**src/rtl/tcb_peri_uart_rx.sv**
```systemverilog
`default_nettype none
// ============================================================================
// Module   : tcb_peri_uart_rx
// Brief    : UART receive deserializer. Oversamples the serial line with a
//            programmable bit period and sample point, assembles LSB-first
//            frames (start, UART_DW data, stop) and delivers each word over
//            a valid/ready stream. Framing errors and overruns are reported
//            as single-cycle pulses.
// Revision : 1.0 - initial release
// ============================================================================
module tcb_peri_uart_rx #(
    parameter int unsigned UART_RW = 8,
    parameter int unsigned UART_DW = 8
) (
    input  logic               clk,
    input  logic               rst,
    input  logic               uart_rxd,
    input  logic [UART_RW-1:0] cfg_bdr,
    input  logic [UART_RW-1:0] cfg_smp,
    output logic               str_vld,
    input  logic               str_rdy,
    output logic [UART_DW-1:0] str_dat,
    output logic               err_frm,
    output logic               err_ovf,
    output logic               busy
);

    // Bit index width; a frame needs at least two data bits for the shifter.
    localparam int unsigned   IW       = (UART_DW > 1) ? $clog2(UART_DW) : 1;
    localparam logic [IW-1:0] IDX_LAST = IW'(UART_DW - 1);

    typedef enum logic [1:0] {
        ST_IDLE  = 2'd0,
        ST_START = 2'd1,
        ST_DATA  = 2'd2,
        ST_STOP  = 2'd3
    } state_t;

    state_t               state, state_n;
    logic                 rxd_m, rxd_s;
    logic [UART_RW-1:0]   cnt, cnt_n, cnt_inc, smp_e;
    logic [IW-1:0]        idx, idx_n;
    logic [UART_DW-1:0]   shr, shr_n;
    logic                 arm, arm_n;
    logic                 cnt_last, cnt_smp;
    logic                 done, frm;

    // Two-flop synchronizer; idle level of the line is 1.
    always_ff @(posedge clk) begin
        if (rst) begin
            rxd_m <= 1'b1;
            rxd_s <= 1'b1;
        end else begin
            rxd_m <= uart_rxd;
            rxd_s <= rxd_m;
        end
    end

    // A sample point beyond the bit period is clamped to the last cycle.
    assign smp_e    = (cfg_smp > cfg_bdr) ? cfg_bdr : cfg_smp;
    // ">=" instead of "==" keeps the counter bounded if cfg_bdr shrinks mid-frame.
    assign cnt_last = (cnt >= cfg_bdr);
    assign cnt_smp  = (cnt == smp_e);
    assign cnt_inc  = cnt_last ? '0 : cnt + UART_RW'(1);

    // FSM state, bit counter, bit index, shift register and re-arm flag.
    always_ff @(posedge clk) begin
        if (rst) begin
            state <= ST_IDLE;
            cnt   <= '0;
            idx   <= '0;
            shr   <= '0;
            arm   <= 1'b0;
        end else begin
            state <= state_n;
            cnt   <= cnt_n;
            idx   <= idx_n;
            shr   <= shr_n;
            arm   <= arm_n;
        end
    end

    // Next-state logic; also flags word completion and framing errors.
    always_comb begin
        state_n = state;
        cnt_n   = cnt_inc;
        idx_n   = idx;
        shr_n   = shr;
        arm_n   = arm;
        done    = 1'b0;
        frm     = 1'b0;
        case (state)
            ST_IDLE: begin
                cnt_n = '0;
                if (!rxd_s && arm) begin
                    // The edge-detect cycle is count 0 of the start bit, so
                    // the start state continues from count 1.
                    if (cfg_bdr == '0) begin
                        state_n = ST_DATA;
                        idx_n   = '0;
                    end else begin
                        state_n = ST_START;
                        cnt_n   = UART_RW'(1);
                    end
                end else if (rxd_s) begin
                    // Line seen high: a following falling edge is a real start.
                    arm_n = 1'b1;
                end
            end
            ST_START: begin
                if (cnt_smp && rxd_s) begin
                    // Start bit did not hold until the sample point: glitch.
                    state_n = ST_IDLE;
                    cnt_n   = '0;
                end else if (cnt_last) begin
                    state_n = ST_DATA;
                    idx_n   = '0;
                end
            end
            ST_DATA: begin
                if (cnt_smp) begin
                    shr_n = {rxd_s, shr[UART_DW-1:1]};
                end
                if (cnt_last) begin
                    if (idx == IDX_LAST) begin
                        state_n = ST_STOP;
                    end else begin
                        idx_n = idx + IW'(1);
                    end
                end
            end
            ST_STOP: begin
                // Leave at the sample point so the next start edge is caught early.
                if (cnt_smp) begin
                    state_n = ST_IDLE;
                    cnt_n   = '0;
                    if (rxd_s) begin
                        done = 1'b1;
                    end else begin
                        // Held break: do not restart until the line goes high.
                        frm   = 1'b1;
                        arm_n = 1'b0;
                    end
                end
            end
            default: begin
                state_n = ST_IDLE;
            end
        endcase
    end

    // Output stream register with overrun detection and error pulses.
    always_ff @(posedge clk) begin
        if (rst) begin
            str_vld <= 1'b0;
            str_dat <= '0;
            err_frm <= 1'b0;
            err_ovf <= 1'b0;
        end else begin
            err_frm <= frm;
            err_ovf <= 1'b0;
            if (done) begin
                if (!str_vld || str_rdy) begin
                    str_vld <= 1'b1;
                    str_dat <= shr;
                end else begin
                    err_ovf <= 1'b1;
                end
            end else if (str_rdy) begin
                str_vld <= 1'b0;
            end
        end
    end

    assign busy = (state != ST_IDLE);

endmodule
`default_nettype wire

```
**config.mk**
```make
export PLATFORM = sky130hd
export DESIGN_NAME = tcb_peri_uart_rx
export DESIGN_NICKNAME = d
export VERILOG_FILES = /design/src/rtl/tcb_peri_uart_rx.sv
export SDC_FILE = /design/constraint.sdc
export NUM_CORES = 1
export LEC_CHECK = 0
export ABC_AREA = 1
export ABC_CLOCK_PERIOD_IN_PS = 4100
export CAP_MARGIN = 10
export CORE_ASPECT_RATIO = 0.5
export CORE_MARGIN = 2
export CORE_UTILIZATION = 50
export CTS_BUF_LIST = sky130_fd_sc_hd__clkbuf_4 sky130_fd_sc_hd__clkbuf_8
export DETAILED_ROUTE_END_ITERATION = 7
export GPL_TIMING_DRIVEN = 0
export PLACE_DENSITY = 0.72
export SETUP_SLACK_MARGIN = 0.05
export SYNTH_ARGS = -nofsm -noshare
export SYNTH_HDL_FRONTEND = slang
export SYNTH_SLANG_ARGS = --single-unit
```
**constraint.sdc**
```tcl
create_clock -name clk -period 4.1 [get_ports clk]
set_input_delay 0.82 -clock clk [delete_from_list [all_inputs] [get_ports clk]]
set_output_delay 0.82 -clock clk [all_outputs]
set_load 0.02 [all_outputs]
```
==> results.tsv, run 1 <==
stage	metric	value	unit
routing	routed_via_density	5.30	
job	maxCapViolCount	0	
cells_and_area	final_util	62.5	%
die	die_w	98.6	µm
sta	maxSlewViolCount	0	
cells_and_area	diodes	0	
routing	drtPass1Iterations	4	
power	p_sw_share	32.3	%
power	p_comb_share	27.1	%
yosys	synth-seq-area-share	31.3	%
worst_hold_path	min_path_cells	1	
cells_and_area	layout_common_cells	77 x nand2_1, 45 x inv_1, 42 x nand3_1	
clock_tree	postCtsHoldBufs	0	
clock_tree	root_buffer	clkbuf_8	
placement	dp_hpwl	3.95	mm
power	power-per-cell-area	341	nW/µm²
clock_tree	cts.sinks	35	
clock_tree	postCtsSetupBuffers	0	
yosys	syn_inst	337	
die	dieArea	5060	µm²
sta	setup_viol	0	
setup_path	critPathMostFrequentCell	nand2_1	
sta	tightest_slew	0.967	ns
sta	skew	0.00464	ns
worst_hold_path	hp-class	reg2reg	
setup_path	critPathCaptureType	register	
power	p_seq_share	40.2	%
setup_path	required	4.26	ns
clock_tree	cts_tree	yes	
global_route	grt_max_degree	12	
yosys	yosys_warnings	0	
setup_path	slowest_stage	clkdlybuf4s50_1	
power	clkPwrFrac	32.7	%
setup_path	path_max_fanout	10	
clock_tree	cts-resized-gates	0	
yosys	postSynthAreaPerCell	6.63	µm²
power	p_leak	1.19	nW
power	switchingPower	0.299	mW
routing	wl_per_cell	12.0	µm
setup_path	path_cells	clkdlybuf4s50_1, inv_1, ha_1, a21oi_1, nor2_1, nor2_1, nand2_1, nand2_1, buf_6, nand2_1, nand2_1, nand2_1, nand2_1, nand2_1, nor2_4, nand2_2, inv_2, nand2_2, nand2_1, a21oi_1	
routing	antenna_left	0	
placement	place.gp.congestion	0.838	
clock_tree	path_clk_slew	0.07	ns
die	die_h	51.3	µm
setup_path	worstSetupStartpointType	input pin	
sta	post-route-period-util	80.9	%
global_route	grt_pass1_wl	8.72	mm
yosys	synth_nets	376	
placement	portBuffers	30	
sta	relSlewSlack	33.9	%
cells_and_area	syn_to_final_growth	21.4	%
global_route	grt_pass1_vias	2064	
sta	rsz0062_at_grt	no	
setup_path	crit_family	simple AND/OR/NAND/NOR gates	
sta	fmax	0.302	GHz
cells_and_area	layout_commonest_cell	nand2_1	
clock_tree	clock_latency	0.29	ns
setup_path	crit_type	in2reg	
cells_and_area	fillers	419	
global_route	gr-total-overflow	0	
clock_tree	h-tree-depth	2	
setup_path	path_buf_inv	4	
yosys	synth_seq_cells	35	
die	num_rows	17	
cells_and_area	fin_nets	413	
clock_tree	numCtsBuffers	5	
yosys	synth_area	2240	µm²
yosys	yosysUniqueCellTypes	30	
power	intPower	0.628	mW
setup_path	crit_arrival	3.47	ns
power	power.total	0.927	mW
routing	totalWireLength	5.17	mm
power	max-vdd-ir-drop	0.250	mV
routing	dr_total_vias	2284	
setup_path	rr_worst_depth	6	
clock_tree	clockBufferDepth	2	
global_route	antenna_found_initial	0	
sta	period_needed	3.32	ns
cells_and_area	drive_above_1_share	6.95	%
die	core_region_area	4340	µm²
setup_path	cp.depth	20	
sta	hold_viol_final	0	
global_route	grt_usage	21.4	%
die	start_util	51.5	%
cells_and_area	layout.area.seq	701	µm²
die	ios	32	
run_status	status	complete, no violations	
routing	remaining_drc_errors	0	
cells_and_area	multiInputGateArea	1310	µm²
sta	setup-tns-final	0	ns
setup_path	critPathMaxStageDelay	0.49	ns
routing	drt_iter0_markers	73	
[routing by layer]
metal | vias to the layer above | part of all wire, % | track usage (%)
met5 | - | 0 | 0
met4 | 0 | 1.2 | 6.85
met3 | 9 | 4.4 | 4.24
met2 | 46 | 45 | 37.6
met1 | 1046 | 49 | 26.7
li1 | 1183 | - | -
[power groups by stage]
| stage | Sequential, mW | Combinational [mW] | Clock (mW) |
|---|---|---|---|
| 2_1_floorplan | 0.375 | 0.183 | 0 |
| 3_3_place_gp | 0.378 | 0.241 | 0 |
| 3_5_place_dp | 0.379 | 0.248 | 0 |
| 4_1_cts | 0.371 | 0.251 | 0.306 |
| 5_1_grt | 0.375 | 0.286 | 0.318 |
| 6_report | 0.372 | 0.251 | 0.303 |
[sequential cells by signal (all words and copies together), names as in the netlist]
name / flops
cnt: 8
shr: 8
str_dat: 8
idx: 3
state: 2
arm: 1
err_frm: 1
err_ovf: 1
rxd_m: 1
rxd_s: 1
str_vld: 1
[worst reg2reg max path, stage by stage, from the launching register on]
cell and delay [ns]:
dfxtp_1 0.33, ha_1 0.20, ha_1 0.19, a2111oi_0 0.86, nand3_1 0.26, nand2_1 0.12, a21oi_1 0.06
[path summary, 6_finish.rpt]
kind                   start     end  slack (ns)
hold reg to reg        rxd_m   rxd_s        0.41
setup / recovery  cfg_bdr[5]  shr[4]        0.78
hold / removal         rxd_m   rxd_s        0.41
setup reg to reg      idx[0]  idx[2]        1.96
[cell families (layout without fill, tap and decap cells)]
| kind of cell | Yosys count | count (layout) | share of synthesized area [%] |
|---|---|---|---|
| and+or+nand+nor | 179 | 179 | 36.4 |
| buffers and inverters | 55 | 92 | 10.0 |
| AOI/OAI and AO/OA | 49 | 49 | 11.6 |
| DFF | 35 | 35 | 31.3 |
| adders and majority gates | 19 | 19 | 10.6 |
[area by class of cell]
class	instances	share of cell area, %
multi-input cells	247	48.3
clock inverters	2	1.38
repair buffers	30	11.1
inverters	48	6.82
plain buffers	7	1.43
clock buffers	5	2.54
well taps	57	2.63
flip-flops and latches	35	25.8
[stage by stage]
step,cells,hold slack [ns],area [µm²],worst slack (ns)
finish,431,0.414,2710,0.784
global route,431,0.430,2710,0.500
CTS,431,0.416,2710,0.822
detailed placement,424,0.399,2610,0.522
global placement,424,0.394,2610,0.600
floorplan,337,0.389,2240,1.41
[synthesized netlist by cell type (all sizes together)]
cell | count | share of area, %
nand2 | 81 | 14
inv | 47 | 7.9
nand3 | 43 | 9.8
nor2 | 39 | 7.7
dfxtp | 35 | 31
a21oi | 30 | 6.9
ha | 19 | 11
o21ai | 15 | 3.4
nand4 | 10 | 3.1
clkbuf | 4 | 0.67
buf | 3 | 1.1
nor3 | 3 | 0.67
or2 | 2 | 0.56
a2111oi | 1 | 0.39
a21o | 1 | 0.34
clkinv | 1 | 0.39
nand3b | 1 | 0.34
o21a | 1 | 0.34
o22ai | 1 | 0.28
Power figures use the tool's default switching activity.
==> run 2, diff against run 1 <==
ABC_CLOCK_PERIOD_IN_PS = 3350   (was 4100)
clock period = 3.35 ns   (was 4.1 ns; I/O delays follow)
==> run 2 against run 1 <==
  * Clock skew decreased by 0.00072 ns
  * Highest routed layer unchanged
  * Worst setup slack worse by 0.53 ns
  * Global-route usage is the same
  * Wire length grew 3.4%
  * Sequential cell count did not move
  * Clock power is 23% higher
  * Critical path type unchanged
  * Cell area increased by 3.1%
  * Utilization grew 2.0 points
==> results.tsv, run 2 (same netlist as run 1, synthesis figures left out) <==
stage	metric	value	unit	change
die	die_w	98.6	µm	unchanged
global_route	gr-total-overflow	0		unchanged
setup_path	required	3.54	ns	-0.72 ns
cells_and_area	reg_top3	cnt x8, shr x8, str_dat x8		
global_route	grt_usage	21.4	%	unchanged
clock_tree	h-tree-depth	2		unchanged
clock_tree	cts_tree	yes		
setup_path	slowest_stage	clkdlybuf4s50_1		
routing	dr_total_vias	2314		+1.3%
setup_path	path_buf_inv	3		-1
setup_path	rrSetupSlack	1.20	ns	-0.76 ns
routing	routed_via_density	5.33		+0.61%
sta	skew	0.00392	ns	-0.000721 ns
die	ios	32		unchanged
worst_hold_path	hp-class	reg2reg		
power	p_comb_share	29.2	%	+2.1 points
routing	remaining_drc_errors	0		unchanged
run_status	status	complete, no violations		
cells_and_area	fin_cells	434		+0.70%
die	start_util	51.5	%	unchanged
cells_and_area	fillers	406		-3.1%
job	maxCapViolCount	0		unchanged
sta	setup_viol	0		unchanged
placement	portBuffers	30		unchanged
power	power-per-cell-area	418	nW/µm²	+23%
sta	relSlewSlack	32.5	%	-1.3 points
clock_tree	clock_latency	0.29	ns	about the same
global_route	antenna_found_initial	0		unchanged
clock_tree	clockBufferDepth	2		unchanged
power	intPower	0.786	mW	+25%
cells_and_area	final_area	2800	µm²	+3.1%
global_route	grt_max_degree	12		unchanged
setup_path	path_max_fanout	10		unchanged
power	p_sw_share	32.9	%	+0.58 points
power	clkPwrFrac	31.9	%	-0.8 points
cells_and_area	fin_nets	416		+0.73%
setup_path	crit_arrival	3.28	ns	-0.19 ns
setup_path	crit_type	in2reg		
cells_and_area	syn_to_final_growth	25.2	%	
setup_path	critPathMostFrequentCell	nand2_1		
die	num_rows	17		unchanged
die	die_h	51.3	µm	unchanged
sta	fmax	0.323	GHz	
placement	placed_cells	424		unchanged
sta	whs	0.414	ns	-0.0000480 ns
cells_and_area	multiInputGateArea	1370	µm²	+4.1%
power	p_leak	1.22	nW	+2.6%
clock_tree	cts.sinks	35		unchanged
cells_and_area	layout.area.seq	701	µm²	unchanged
sta	post-route-period-util	92.3	%	
setup_path	worstSetupStartpointType	input pin		
cells_and_area	layout_common_cells	75 x nand2_1, 45 x inv_1, 42 x nand3_1		
power	power.total	1.17	mW	+26%
die	core_region_area	4340	µm²	unchanged
setup_path	path_cells	clkdlybuf4s50_1, inv_1, ha_4, nand2_1, nor2_2, nand2_1, nand2_2, buf_6, nand3_1, nand2_1, nand2_1, nand2_1, nand2_1, nor2_4, nand2_2, a21oi_4, nand3_1, nand2_1, nor2_1		
sta	rsz0062_at_grt	no		
cells_and_area	drive_above_1_share	9.28	%	+2.3 points
clock_tree	numCtsBuffers	5		unchanged
placement	place_area	2610	µm²	unchanged
cells_and_area	diodes	0		unchanged
placement	dp_hpwl	3.95	mm	unchanged
die	dieArea	5060	µm²	unchanged
clock_tree	root_buffer	clkbuf_8		
clock_tree	postCtsHoldBufs	0		unchanged
routing	drtPass1Iterations	4		unchanged
sta	tightest_slew	0.987	ns	+0.0196 ns
setup_path	crit_family	simple AND/OR/NAND/NOR gates		
routing	antenna_left	0		unchanged
global_route	grt_pass1_vias	2064		unchanged
routing	wl_per_cell	12.3	µm	+2.7%
power	p_seq_share	38.9	%	-1.3 points
sta	period_needed	3.09	ns	
global_route	grt_pass1_wl	8.72	mm	unchanged
placement	place.gp.congestion	0.838		unchanged
routing	totalWireLength	5.34	mm	+3.4%
clock_tree	path_clk_slew	0.07	ns	about the same
sta	maxSlewViolCount	0		unchanged
routing	drt_iter0_markers	84		+15%
setup_path	critPathMaxStageDelay	0.49	ns	about the same
cells_and_area	layout_commonest_cell	nand2_1		
power	max-vdd-ir-drop	0.310	mV	+24%
sta	hold_viol_final	0		unchanged
setup_path	critPathCaptureType	register		
power	switchingPower	0.385	mW	+29%
-- run 2: changes by cell type in the layout (fill, tap and decap cells not counted), moves of 2 or more --
| cell | delta |
|---|---|
| ha_1 | -2 |
| buf_4 | +2 |
| nand2_1 | -2 |
| nand2_4 | +2 |
| ha_4 | +2 |
-- run 2: per-stage QoR --
step	util, %	worst slack (ns)	TNS, ns
floorplan	-	0.812	0
global placement	60.1	-0.000182	-0.000182
detailed placement	60.1	-0.0782	-0.967
CTS	62.5	0.222	0
global route	64.5	0.0673	0
finish	64.5	0.258	0
-- run 2: layer usage --
layer	wire length, µm	share of wire [%]	vias up	GRT usage [%]
li1	-	-	1190	-
met1	2580	48	1047	26.7
met2	2430	45	59	37.6
met3	247	4.6	18	4.24
met4	87	1.6	0	6.85
met5	0	0	-	0
-- run 2: timing repair --
action                                 CTS  global route
gates resized for setup                  0            12
setup endpoints to repair                0            22
endpoints found under the hold margin    0             0
setup buffers                            0             3
-- run 2: final cells by class --
| class | count | share of cell area (%) |
|---|---|---|
| multi-input combinational | 247 | 48.8 |
| sequential | 35 | 25.0 |
| timing repair buffer | 33 | 11.5 |
| inverter | 48 | 6.79 |
| tap | 57 | 2.55 |
| clock buffer | 5 | 2.46 |
| buffer | 7 | 1.52 |
| clock inverter | 2 | 1.34 |
-- run 2: path summary, 6_finish.rpt --
path / from / to / cells after the start
worst min register to register: rxd_m / rxd_s / 1
worst max-delay path: cfg_bdr[5] / state[1] / 19
worst max register to register: idx[0] / idx[2] / 6
worst min-delay path: rxd_m / rxd_s / 1
-- run 2: power by group through the flow --
stage | Sequential [mW] | Combinational [mW] | Clock, mW
2_1_floorplan | 0.458 | 0.224 | 0
3_3_place_gp | 0.463 | 0.295 | 0
3_5_place_dp | 0.464 | 0.304 | 0
4_1_cts | 0.454 | 0.307 | 0.375
5_1_grt | 0.459 | 0.381 | 0.390
6_report | 0.455 | 0.342 | 0.374
